## src/rtl/xs3_to_bcd_serial.sv

```systemverilog
// Serial Excess-3 to packed BCD decoder: one XS3 digit per handshake, MS digit first,
// DIGITS digits packed into one word presented on a valid/ready output port.
module xs3_to_bcd_serial #(
    parameter int unsigned DIGITS = 4
) (
    input  logic                  clk,
    input  logic                  rst,
    input  logic                  in_valid,
    output logic                  in_ready,
    input  logic [3:0]            in_digit,
    output logic                  out_valid,
    input  logic                  out_ready,
    output logic [4*DIGITS-1:0]   out_bcd,
    output logic                  out_err,
    output logic [7:0]            err_count
);

    localparam int unsigned CW = (DIGITS > 1) ? $clog2(DIGITS) : 1;

    typedef enum logic {
        COLLECT = 1'b0,
        HOLD    = 1'b1
    } state_t;

    state_t        state;
    logic [CW-1:0] count;
    logic          legal;
    logic [3:0]    mapped;

    always_comb begin
        legal  = (in_digit >= 4'h3) && (in_digit <= 4'hC);
        mapped = legal ? (in_digit - 4'h3) : 4'hF;
    end

    // in_ready/out_valid are registered so they never depend combinationally on inputs,
    // and in_ready stays low for the whole time reset is asserted.
    always_ff @(posedge clk or posedge rst) begin
        if (rst) begin
            state     <= COLLECT;
            count     <= '0;
            out_bcd   <= '0;
            out_valid <= 1'b0;
            out_err   <= 1'b0;
            err_count <= '0;
            in_ready  <= 1'b0;
        end else begin
            case (state)
                COLLECT: begin
                    in_ready <= 1'b1;
                    if (in_valid && in_ready) begin
                        out_bcd <= {out_bcd[4*DIGITS-5:0], mapped};
                        if (!legal) begin
                            out_err <= 1'b1;
                            if (err_count != 8'hFF)
                                err_count <= err_count + 8'd1;
                        end
                        if (count == CW'(DIGITS - 1)) begin
                            count     <= '0;
                            state     <= HOLD;
                            in_ready  <= 1'b0;
                            out_valid <= 1'b1;
                        end else begin
                            count <= count + CW'(1);
                        end
                    end
                end
                HOLD: begin
                    if (out_ready) begin
                        state     <= COLLECT;
                        out_valid <= 1'b0;
                        out_err   <= 1'b0;
                        in_ready  <= 1'b1;
                    end
                end
                default: state <= COLLECT;
            endcase
        end
    end

endmodule

```

## config.mk

```make
export PLATFORM = sky130hd
export DESIGN_NAME = xs3_to_bcd_serial
export DESIGN_NICKNAME = d
export VERILOG_FILES = /design/src/rtl/xs3_to_bcd_serial.sv
export SDC_FILE = /design/constraint.sdc
export NUM_CORES = 1
export LEC_CHECK = 0
export BUFFER_PORTS_ARGS = -buffer_cell sky130_fd_sc_hd__buf_2
export CELL_PAD_IN_SITES_DETAIL_PLACEMENT = 1
export CELL_PAD_IN_SITES_GLOBAL_PLACEMENT = 2
export CORE_ASPECT_RATIO = 0.5
export CORE_MARGIN = 5
export CORE_UTILIZATION = 31
export CTS_CLUSTER_DIAMETER = 60
export DETAILED_ROUTE_END_ITERATION = 12
export HOLD_SLACK_MARGIN = 0.06
export PLACE_DENSITY = 0.79
export SLEW_MARGIN = 20
export SYNTH_ARGS = -nofsm -noshare
export SYNTH_HDL_FRONTEND = slang
export SYNTH_SLANG_ARGS = --single-unit
```

## constraint.sdc

```tcl
create_clock -name clk -period 1.95 [get_ports clk]
set_input_delay 0.2925 -clock clk [delete_from_list [all_inputs] [get_ports clk]]
set_output_delay 0.2925 -clock clk [all_outputs]
set_load 0.005 [all_outputs]
```

== Word-level counts from Yosys, hierarchy flattened ==
Index checks and enable logic that the tools add are counted.

* Add/sub/neg operators: 3
* $mul: 0
* Divide/modulo/power cells: 0
* Order comparisons: 2
* Equality and inequality tests: 6
* Shift operators: 0
* Multiplexer cells: 17
* Bitwise logic cells: 2
* Reduce and logical (&&, ||, !) cells: 6

{| class="wikitable"
|+ Operator list
! kind !! number
|-
| 1-bit two-way mux || 11
|-
| 8-bit by 1-bit adder with 8-bit output (second input constant) || 1
|-
| 2-bit inequality test (second input constant) || 4
|-
| 8-bit inequality test (second input constant) || 1
|-
| 1-bit one-hot mux with 2 select lines || 4
|-
| 3-bit AND reduction || 2
|-
| 4-bit by 2-bit greater-or-equal comparator with 1-bit output (second input constant) || 1
|-
| 4-bit less-or-equal comparator (second input constant) || 1
|-
| 4-bit two-way mux || 1
|-
| 4-bit AND reduction || 1
|-
| 4-bit by 2-bit subtractor with 4-bit output (second input constant) || 1
|-
| 2-bit by 1-bit adder with 2-bit output (second input constant) || 1
|-
| 2-bit == test (second input constant) || 1
|-
| 1-bit logical AND || 2
|-
| 2-bit two-way mux || 1
|-
| 1-bit NOT || 2
|-
| 2-bit AND reduction || 1
|}

* Register bits after elaboration: 30
* Latch bits: 0
* Memory bits (writable): 0
* Bits in read-only memories: 0
* Bits of input ports: 8
* Word-level logic and storage cells: 43
* Memories: 0

== Longest topological paths before layout ==
Gate-level depths: netlist of the first run.

* Word-level depth: 5
* Mapped depth: 6

== Least setup slack after synthesis of the first run ==
OpenSTA, ideal clock, no wires.

* Path kind: input port to flip-flop
* Start point: input port in_digit[0]
* End point: register err_count[7]
* Library setup time: 125 ps
* Data arrival time: 1664 ps
* Slack: 161 ps
* Stages: 5
* Path buffers: 0
* Cell sequence: ha_1 -> nor3_2 -> o21ai_4 -> or4_1 -> mux2_2

* Longest elaborated chain between the ends: 4
* Elaborated cells on any way between the ends: 5

{| class="wikitable"
|+ RTL lines
! item !! RTL line !! text
|-
| from (decl) || 10 || <nowiki>input logic [3:0] in_digit,</nowiki>
|-
| 4-bit by 2-bit greater-or-equal comparator with 1-bit output / 4-bit less-or-equal comparator (equally long branches) || 31 || <nowiki>legal = (in_digit >= 4'h3) && (in_digit <= 4'hC);</nowiki>
|-
| 1-bit logical AND (*) || 31 ||
|-
| 1-bit NOT (no line) (*) || -- ||
|-
| 4-bit AND reduction (no line) (*) || -- ||
|-
| to (signal assigned) || 55 || <nowiki>err_count <= err_count + 8'd1;</nowiki>
|-
| to (decl) || 15 || <nowiki>output logic [7:0] err_count</nowiki>
|}

Mark *: on every way between the ends. The rest lies on a longest branch, timed or not.
A chain may end at the register's enable or synchronous reset.

== Final worst setup path of the first run ==
* Start point: register state
* End point: register err_count[7]

* Longest elaborated chain between the ends: 2

{| class="wikitable"
|+ RTL lines
! item !! RTL line !! text
|-
| from (decl) || 25 || <nowiki>state_t state;</nowiki>
|-
| from (signal assigned) || 39 || <nowiki>state <= COLLECT;</nowiki>
|-
| from (signal assigned) || 59 || <nowiki>state <= HOLD;</nowiki>
|-
| from (signal assigned) || 69 || <nowiki>state <= COLLECT;</nowiki>
|-
| 1-bit NOT (no line) || -- ||
|-
| 4-bit AND reduction (no line) || -- ||
|}

No other way between the ends.

==> results of run 1 <==
layer usage:
layer	up-vias	wire length, µm
met5	-	0
met2	23	1260
met3	8	127
li1	536	-
met1	495	1430
met4	0	60
cells by family after synthesis:
group | after synthesis | share of synthesized area (%)
AO/OA/AOI/OAI | 11 | 6.15
XOR/XNOR | 6 | 3.91
adder cells (fa/ha/maj) | 4 | 3.73
buffers and inverters | 9 | 2.80
flip-flops | 30 | 55.9
multiplexers | 2 | 1.68
AND/OR/NAND/NOR | 75 | 25.8
worst min-delay path: stages:
cell and delay [ps]:
sky130_fd_sc_hd__buf_2 90, sky130_fd_sc_hd__inv_1 40, sky130_fd_sc_hd__buf_4 340
cells in the mapped netlist, types with 2 or more instances:
cell | number | area (µm²)
sky130_fd_sc_hd__a21oi_1 | 2 | 10.0
sky130_fd_sc_hd__and4_1 | 2 | 17.5
sky130_fd_sc_hd__clkbuf_1 | 4 | 15.0
sky130_fd_sc_hd__dfrtp_1 | 30 | 751
sky130_fd_sc_hd__ha_1 | 4 | 50.1
sky130_fd_sc_hd__inv_1 | 4 | 15.0
sky130_fd_sc_hd__nand2_1 | 51 | 191
sky130_fd_sc_hd__nand3_1 | 4 | 20.0
sky130_fd_sc_hd__nor2_1 | 2 | 7.51
sky130_fd_sc_hd__nor3_1 | 7 | 35.0
sky130_fd_sc_hd__nor3b_1 | 2 | 15.0
sky130_fd_sc_hd__o21ai_0 | 3 | 15.0
sky130_fd_sc_hd__xor2_1 | 6 | 52.6
power breakdown:
part | total (W) | internal [W] | switching (W)
registers | 0.00108 | 0.000881 | 0.000196
clock network | 0.000457 | 0.000245 | 0.000212
logic | 0.000740 | 0.000351 | 0.000390
total | 0.00227 | 0.00148 | 0.000798
cell type report:
type	instances	area [µm²]	share of cell area [%]
multi-input cells	98	554	33.0
inverters	4	15.0	0.894
flip-flops and latches	30	751	44.7
well taps	54	67.6	4.02
clock buffers	7	76.3	4.55
repair buffers	40	215	12.8
how the worst max path moves through the flow:
| stage | start | end | slack, ps | cells past startpoint |
|---|---|---|---|---|
| 3_3_place_gp | in_digit[0] | err_count[7]$_DFFE_PP0P_ | 40 | 7 |
| 4_1_cts | state$_DFF_PP0_ | err_count[7]$_DFFE_PP0P_ | 240 | 4 |
| 5_1_grt | state$_DFF_PP0_ | err_count[7]$_DFFE_PP0P_ | 190 | 4 |
| 6_report | state$_DFF_PP0_ | err_count[7]$_DFFE_PP0P_ | 240 | 4 |
| 2_1_floorplan | in_digit[0] | err_count[7]$_DFFE_PP0P_ | 160 | 5 |
| 3_5_place_dp | in_digit[0] | err_count[7]$_DFFE_PP0P_ | -20 | 7 |
stage by stage:
stage | instance area (µm²) | hold WS (ps) | worst slack (ps) | setup TNS, ps | cells
2_1_floorplan | 1340 | 383 | 161 | 0 | 137
3_3_place_gp | 1600 | 393 | 40.9 | 0 | 226
3_5_place_dp | 1600 | 395 | -15.5 | -15.5 | 226
4_1_cts | 1680 | 96.2 | 242 | 0 | 233
5_1_grt | 1680 | 124 | 191 | 0 | 233
6_report | 1680 | 80.7 | 241 | 0 | 233
flip-flops by register name, summed over array words and instances (netlist names):
signal     flops
out_bcd       16
err_count      8
count          2
in_ready       1
out_err        1
out_valid      1
state          1
==> results.sh, run 1 <==
export IMPL_status="complete, no violations"
export IMPL_hold_buffer_count_at_cts=0
export IMPL_design_die_area_um2=5830
export IMPL_worstSetupEndpointType="flip-flop"
export IMPL_synthCells=137
export IMPL_yosys_most_used_dff="sky130_fd_sc_hd__dfrtp_1"
export IMPL_grt_first_pass_wirelength_mm=5.02
export IMPL_grt_max_degree=31
export IMPL_timing_critical_path_buf_inv=0
export IMPL_synth_yosys_warnings=0
export IMPL_critPathLaunchType="flip-flop"
export IMPL_first_global_vias=1064
export IMPL_finalClockSkew_ps=2.42
export IMPL_syn_area_um2=1340
export IMPL_die_w_um=103
export IMPL_globalRouteOverflowTotal=0
export IMPL_core_rowCount=16
export IMPL_path_cells="and3b_1 -> o21ai_4 -> or4_1 -> mux2_2"
export IMPL_max_vdd_ir_drop_v=0.000350
export IMPL_timing_max_cap_violations=0
export IMPL_max_slew_margin_rel_pct=74.4
export IMPL_post_route_drc_count=0
export IMPL_clk_root_buffer_cell="sky130_fd_sc_hd__clkbuf_8"
export IMPL_initialDrtViolationCount=35
export IMPL_hold_viol=0
export IMPL_layout_cells_most_common="sky130_fd_sc_hd__nand2_1"
export IMPL_routed_via_count=1062
export IMPL_synth_enable_flop_cells=0
export IMPL_antenna_violating_nets_post_route=0
export IMPL_n_antenna_cell=0
export IMPL_use_met2_pct=17.0
export IMPL_tightestPinTransition_ps=384
export IMPL_slowest_delay_ps=510
export IMPL_cts_num_sinks=30
export IMPL_tritoncts="done"
export IMPL_place_congestion=0.743
export IMPL_net_count_after_synthesis=149
export IMPL_setup_reg_to_reg_worst_slack_ps=240
export IMPL_htree_levels=2
export IMPL_layout_cells_most_common_list="sky130_fd_sc_hd__nand2_1, sky130_fd_sc_hd__buf_2, sky130_fd_sc_hd__dfrtp_1, sky130_fd_sc_hd__nor3_1"
export IMPL_cts_root_to_sink_buffers=2
export IMPL_final_layout_net_count=191
export IMPL_groute_layer_met1_usage_pct=14.1
export IMPL_postLayoutCoreUtil_pct=41.5
export IMPL_period_share_pct=87.6
export IMPL_crit_required_ps=2110
export IMPL_detailed_route_wire_length_per_cell_um=12.3
export IMPL_n_fill_cell=490
export IMPL_max_clock_freq_mhz=585
export IMPL_critPathSlowestCell="sky130_fd_sc_hd__or4_1"
export IMPL_setup_violations=0
export IMPL_postCtsResizedCells=0
export IMPL_cts_reportedPaths_clkPinSlew_ps=60
export IMPL_cts_setup_buffers=0
export IMPL_cts_buffers=5
export IMPL_global_route_usage_met3_pct=2.97
export IMPL_initial_core_util_pct=33.2
export IMPL_placement_io_buffers=34
export IMPL_crit_fanout=3
export IMPL_drt_pass1_iterations=4
export IMPL_total_leakage_power_nw=0.899
export IMPL_synth_yosys_seq_area_share_pct=55.9
export IMPL_path_class="reg2reg"
export IMPL_yosys_cell_types_count=29
export IMPL_post_synth_cell_area_avg_um2=9.80
export IMPL_reg2reg_depth=4
export IMPL_globalRoute_busiestLayer="met2"
export IMPL_die_height_um=56.5
export IMPL_unrepaired_setup_endpoints_after_global_routing="no"
export IMPL_core_area_um2=4040
export IMPL_ff_latch_count_synth=30
export IMPL_post_dp_hpwl_mm=2.11
export IMPL_worst_ep_arrival_time_ps=1870
export IMPL_number_of_antenna_violations_at_the_first_check_in_global_routing=0
export IMPL_layout_area_overhead_vs_synth_pct=25.1
export IMPL_synthArstFlopShare_pct=100
export IMPL_clk_latency_ps=280
export IMPL_grtUsageTotal_pct=11.1
export IMPL_critical_path_top_delay_family="simple AND/OR/NAND/NOR gates"
export IMPL_period_needed_ps=1710
export IMPL_crit_reg2reg_launch="state$_DFF_PP0_"
export IMPL_hold_path_class="in2async"
export IMPL_finalMaxSlewViolations=0
export IMPL_power_density_nw_per_um2=1350
export IMPL_detail_route_vias_per_cell=4.56
export IMPL_floorplan_io_pins=35
export IMPL_regToRegEndpoint="err_count[7]$_DFFE_PP0P_"
export IMPL_drive_above_1_share_pct=28.5
export IMPL_finalPower_w=0.00227
export IMPL_postRouteWirelength_mm=2.87
(Power assumes the default switching activity.)
==> run 2: changes to the inputs <==
==> constraint.sdc (replaced) <==
create_clock -name clk -period 1.95 [get_ports clk]
set_input_delay 0.2925 -clock clk [delete_from_list [all_inputs] [get_ports clk]]
set_output_delay 0.2925 -clock clk [all_outputs]
set_load 0.1 [all_outputs]
==> run 2 against run 1 <==
Register-to-register slack improved by 20 ps; sequential cell count unchanged; utilization increased by 1.0 points; critical path type unchanged.
==> results.sh, run 2 (synthesis gave the netlist of run 1 again) <==
export IMPL_timing_max_cap_violations=0
export IMPL_post_layout_nonfiller_instances=234
export IMPL_clk_root_buffer_cell="sky130_fd_sc_hd__clkbuf_8"
export IMPL_tritoncts="done"
export IMPL_crit_required_ps=2110
export IMPL_regToRegEndpoint="err_count[7]$_DFFE_PP0P_"
export IMPL_finalClockSkew_ps=3.68
export IMPL_multi_input_comb_area_um2=554
export IMPL_clk_latency_ps=280
export IMPL_floorplan_io_pins=35
export IMPL_top_register="out_bcd"
export IMPL_placement_io_buffers=34
export IMPL_setup_reg_to_reg_worst_slack_ps=260
export IMPL_design_die_area_um2=5830
export IMPL_htree_levels=2
export IMPL_drt_pass1_iterations=3
export IMPL_grt_first_pass_wirelength_mm=5.44
export IMPL_path_class="reg2reg"
export IMPL_place_congestion=0.763
export IMPL_unrepaired_setup_endpoints_after_global_routing="no"
export IMPL_largest_reg_flops=16
export IMPL_hold_slack_ps=84.1
export IMPL_die_height_um=56.5
export IMPL_finalMaxSlewViolations=0
export IMPL_cts_num_sinks=30
export IMPL_layout_cells_most_common_list="sky130_fd_sc_hd__nand2_1, sky130_fd_sc_hd__buf_2, sky130_fd_sc_hd__dfrtp_1, sky130_fd_sc_hd__nor3_1, sky130_fd_sc_hd__dfrtp_2"
export IMPL_period_needed_ps=1690
export IMPL_grt_max_degree=31
export IMPL_drive_above_1_share_pct=33.9
export IMPL_critPathLaunchType="flip-flop"
export IMPL_n_antenna_cell=0
export IMPL_globalRouteOverflowTotal=0
export IMPL_reg2reg_depth=4
export IMPL_reg_top3="out_bcd (16), err_count (8), count (2)"
export IMPL_antenna_violating_nets_post_route=0
export IMPL_cts_reportedPaths_clkPinSlew_ps=70
export IMPL_grtUsageTotal_pct=12.1
export IMPL_worst_setup_path_startpoint="state$_DFF_PP0_"
export IMPL_use_met2_pct=19.6
export IMPL_n_fill_cell=495
export IMPL_hold_viol=0
export IMPL_first_global_vias=1135
export IMPL_core_area_um2=4040
export IMPL_crit_fanout=3
export IMPL_postCtsResizedCells=0
export IMPL_hold_buffer_count_at_cts=0
export IMPL_cts_buffers=5
export IMPL_layout_cells_most_common="sky130_fd_sc_hd__nand2_1"
export IMPL_postRouteWirelength_mm=3.09
export IMPL_globalRoute_busiestLayer="met2"
export IMPL_initialDrtViolationCount=36
export IMPL_post_dp_hpwl_mm=2.24
export IMPL_max_slew_margin_rel_pct=67.6
export IMPL_setup_violations=0
export IMPL_cts_setup_buffers=0
export IMPL_die_w_um=103
export IMPL_dpl_instance_area_um2=1610
export IMPL_tightestPinTransition_ps=490
export IMPL_initial_core_util_pct=33.2
export IMPL_core_rowCount=16
export IMPL_detail_route_vias_per_cell=4.49
export IMPL_post_place_cells=226
export IMPL_period_share_pct=86.4
export IMPL_routed_via_count=1051
export IMPL_max_clock_freq_mhz=593
export IMPL_worstSetupEndpointType="flip-flop"
export IMPL_final_layout_net_count=191
export IMPL_worst_ep_arrival_time_ps=1850
export IMPL_crit_reg2reg_launch="state$_DFF_PP0_"
export IMPL_area_sequential_um2=759
export IMPL_hold_path_class="in2async"
export IMPL_status="complete, no violations"
export IMPL_final_area_um2=1720
export IMPL_layout_area_overhead_vs_synth_pct=28.1
export IMPL_post_route_drc_count=0
export IMPL_cts_root_to_sink_buffers=2
export IMPL_global_route_usage_met3_pct=3.58
export IMPL_number_of_antenna_violations_at_the_first_check_in_global_routing=0
export IMPL_groute_layer_met1_usage_pct=15.0
export IMPL_detailed_route_wire_length_per_cell_um=13.2
[run 2: cell count changes in the layout (fill, tap and decap cells not counted)]
cell                        previous run  this run
sky130_fd_sc_hd__clkbuf_1              2         0
sky130_fd_sc_hd__clkinv_2              0         2
sky130_fd_sc_hd__bufinv_16             0         1
sky130_fd_sc_hd__dfrtp_2               0         7
sky130_fd_sc_hd__dfrtp_1              30        23
[run 2: per-stage QoR]
stage	util (%)	worst slack, ps	setup TNS (ps)
after floorplan	-	-51.6	-51.6
after global placement	39.9	40.1	0
after detailed placement	39.9	-23.5	-23.5
after CTS	42.5	240	0
after global routing	42.5	186	0
final	42.5	265	0
[run 2: how the worst max path moves through the flow]
stage | endpoint | slack [ps] | cells after the start
floorplan | err_count[7]$_DFFE_PP0P_ | -50 | 5
global placement | err_count[7]$_DFFE_PP0P_ | 40 | 7
detailed placement | err_count[7]$_DFFE_PP0P_ | -20 | 7
CTS | err_count[7]$_DFFE_PP0P_ | 240 | 4
global route | err_count[7]$_DFFE_PP0P_ | 190 | 4
finish | err_count[7]$_DFFE_PP0P_ | 260 | 4
[run 2: critical path, cell delays in order, from the launching register on]
cell,delay (ps)
sky130_fd_sc_hd__dfrtp_1,400
sky130_fd_sc_hd__and3b_1,310
sky130_fd_sc_hd__o21ai_4,90
sky130_fd_sc_hd__or4_1,510
sky130_fd_sc_hd__mux2_2,270
[run 2: cell type report]
| type | instances | area share [%] |
|---|---|---|
| repair buffers | 40 | 12.5 |
| multi-input cells | 98 | 32.2 |
| clock inverters | 3 | 2.33 |
| clock buffers | 5 | 4.00 |
| well taps | 54 | 3.93 |
| flip-flops and latches | 30 | 44.1 |
| inverters | 4 | 0.873 |
[run 2: per-layer routing]
metal,up-vias,part of all wire (%),wire length [µm]
met3,2,4.5,138
met2,20,47,1440
met5,-,0,0
met4,0,0.45,14
met1,489,48,1500
li1,540,-,-
Power of run 2 is not shown: default switching activity piles up to over one toggle a cycle in this logic, so the estimate is an artifact.
==> run 3: changes to the inputs <==
CORE_UTILIZATION = 33   (was 31)
CTS_BUF_LIST = sky130_fd_sc_hd__clkbuf_8   (was default)
PLACE_DENSITY = 0.84   (was 0.79)
==> run 3 against run 2 <==
Setup slack worse by 22 ps; global-route usage is 0.13 points higher; hold slack better by 2.7 ps; clock skew is 2.7 ps higher; register-to-register slack worse by 20 ps; non-clock buffer count stayed put; critical path depth stayed put; die area is 5.2% lower; final area is 1.7% lower; cell count is 0.43% lower; maximum frequency is 1.3% lower; routed wire length is 3.9% lower.
==> results.sh, run 3 (synthesis gave the netlist of run 1 again) <==
export IMPL_postCtsResizedCells=0
export IMPL_floorplan_io_pins=35
export IMPL_critPathLaunchType="flip-flop"
export IMPL_tightestPinTransition_ps=491
export IMPL_max_slew_margin_rel_pct=67.5
export IMPL_die_height_um=55.1
export IMPL_die_w_um=100
export IMPL_detailed_route_wire_length_per_cell_um=12.7
export IMPL_grt_max_degree=31
export IMPL_initial_core_util_pct=34.4
export IMPL_grtUsageTotal_pct=12.2
export IMPL_layout_cells_most_common_list="sky130_fd_sc_hd__nand2_1, sky130_fd_sc_hd__buf_2, sky130_fd_sc_hd__dfrtp_1, sky130_fd_sc_hd__nor3_1, sky130_fd_sc_hd__dfrtp_2"
export IMPL_setup_violations=0
export IMPL_hold_viol=0
export IMPL_post_layout_nonfiller_instances=233
export IMPL_hold_buffer_count_at_cts=0
export IMPL_clk_root_buffer_cell="sky130_fd_sc_hd__clkbuf_8"
export IMPL_status="complete, no violations"
export IMPL_cts_num_sinks=30
export IMPL_cts_setup_buffers=0
export IMPL_worstSetupEndpointType="flip-flop"
export IMPL_drive_above_1_share_pct=33.5
export IMPL_top_register="out_bcd"
export IMPL_crit_required_ps=2110
export IMPL_layout_cells_most_common="sky130_fd_sc_hd__nand2_1"
export IMPL_design_die_area_um2=5520
export IMPL_wl_met1_mm=1.35
export IMPL_critical_path_top_delay_family="simple AND/OR/NAND/NOR gates"
export IMPL_post_route_drc_count=0
export IMPL_tritoncts="done"
export IMPL_critPathSlowestCell="sky130_fd_sc_hd__or4_1"
export IMPL_path_class="reg2reg"
export IMPL_post_place_cells=226
export IMPL_clk_latency_ps=280
export IMPL_final_layout_net_count=191
export IMPL_reg_top3="out_bcd (16), err_count (8), count (2)"
export IMPL_placement_io_buffers=34
export IMPL_core_area_um2=3900
export IMPL_worst_ep_arrival_time_ps=1870
export IMPL_largest_reg_flops=16
export IMPL_crit_fanout=3
export IMPL_n_fill_cell=476
export IMPL_period_share_pct=87.6
export IMPL_number_of_antenna_violations_at_the_first_check_in_global_routing=0
export IMPL_cts_buffers=5
export IMPL_layout_area_overhead_vs_synth_pct=25.9
export IMPL_drt_pass1_iterations=4
export IMPL_antenna_violating_nets_post_route=0
export IMPL_globalRouteOverflowTotal=0
export IMPL_initialDrtViolationCount=32
export IMPL_period_needed_ps=1710
export IMPL_finalMaxSlewViolations=0
export IMPL_hold_path_class="in2async"
export IMPL_slowest_delay_ps=490
export IMPL_core_rowCount=16
export IMPL_timing_max_cap_violations=0
export IMPL_cts_root_to_sink_buffers=2
export IMPL_unrepaired_setup_endpoints_after_global_routing="no"
export IMPL_n_antenna_cell=0
export IMPL_routed_via_count=1073
export IMPL_timing_final_ws_setup_ps=243
export IMPL_met3RoutedLength_um=143
export IMPL_max_clock_freq_mhz=586
export IMPL_preCtsSetupSlack_ps=-1.50
export IMPL_setup_total_negative_slack_ps=0
export IMPL_grt_first_pass_wirelength_mm=5.09
export IMPL_place_congestion=0.787
export IMPL_wl_met2_mm=1.41
export IMPL_hold_slack_ps=86.8
export IMPL_cts_reportedPaths_clkPinSlew_ps=60
export IMPL_topRoutingLayerUsed="met4"
export IMPL_finalClockSkew_ps=6.35
export IMPL_detail_route_vias_per_cell=4.61
export IMPL_post_dp_hpwl_mm=2.25
export IMPL_first_global_vias=1099
export IMPL_htree_levels=2
export IMPL_postRouteWirelength_mm=2.97
export IMPL_timing_critical_path_buf_inv=0
export IMPL_path_cells="and3b_1 -> o21ai_4 -> or4_1 -> mux2_2"
-- run 3: changes by cell type in the layout (fill, tap and decap cells not counted), sizes merged --
cell / previous run / this run
bufinv: 1 / 0
-- run 3: area by class of cell --
type | instances | area, µm² | share of cell area [%]
Multi-Input combinational cell | 98 | 554 | 32.8
Clock inverter | 2 | 10.0 | 0.592
Clock buffer | 5 | 68.8 | 4.07
Sequential cell | 30 | 759 | 44.9
Tap cell | 54 | 67.6 | 4.00
Timing Repair Buffer | 40 | 215 | 12.7
Inverter | 4 | 15.0 | 0.888
-- run 3: worst paths after layout --
check                                             start                  endpoint  slack [ps]  cells after the start
max in group asynchronous                           rst  err_count[1]$_DFFE_PP0P_        1560                      3
worst min register to register  out_bcd[13]$_DFFE_PP0P_   out_bcd[13]$_DFFE_PP0P_         470                      2
worst min-delay path                                rst   out_bcd[13]$_DFFE_PP0P_          90                      3
worst max-delay path                    state$_DFF_PP0_  err_count[7]$_DFFE_PP0P_         240                      4
worst max register to register          state$_DFF_PP0_  err_count[7]$_DFFE_PP0P_         240                      4
min in group clk                              out_ready           state$_DFF_PP0_         230                      2
-- run 3: layer usage --
layer | up-vias | global-route usage [%]
li1 | 532 | -
met1 | 512 | 14.1
met2 | 21 | 21.8
met3 | 8 | 3.38
met4 | 0 | 6.04
met5 | - | 0
-- run 3: worst register-to-register path, stage by stage, from the launching register on --
cell                      delay [ps]
sky130_fd_sc_hd__dfrtp_1         400
sky130_fd_sc_hd__and3b_1         330
sky130_fd_sc_hd__o21ai_4         100
sky130_fd_sc_hd__or4_1           500
sky130_fd_sc_hd__mux2_2          270
-- run 3: metrics by stage --
| step | cell area [µm²] | util [%] |
|---|---|---|
| after floorplan | 1350 | - |
| after global placement | 1610 | 41.3 |
| after detailed placement | 1610 | 41.3 |
| after CTS | 1690 | 43.3 |
| after global routing | 1690 | 43.3 |
| final | 1690 | 43.3 |
Power of run 3 is left out for the same reason.
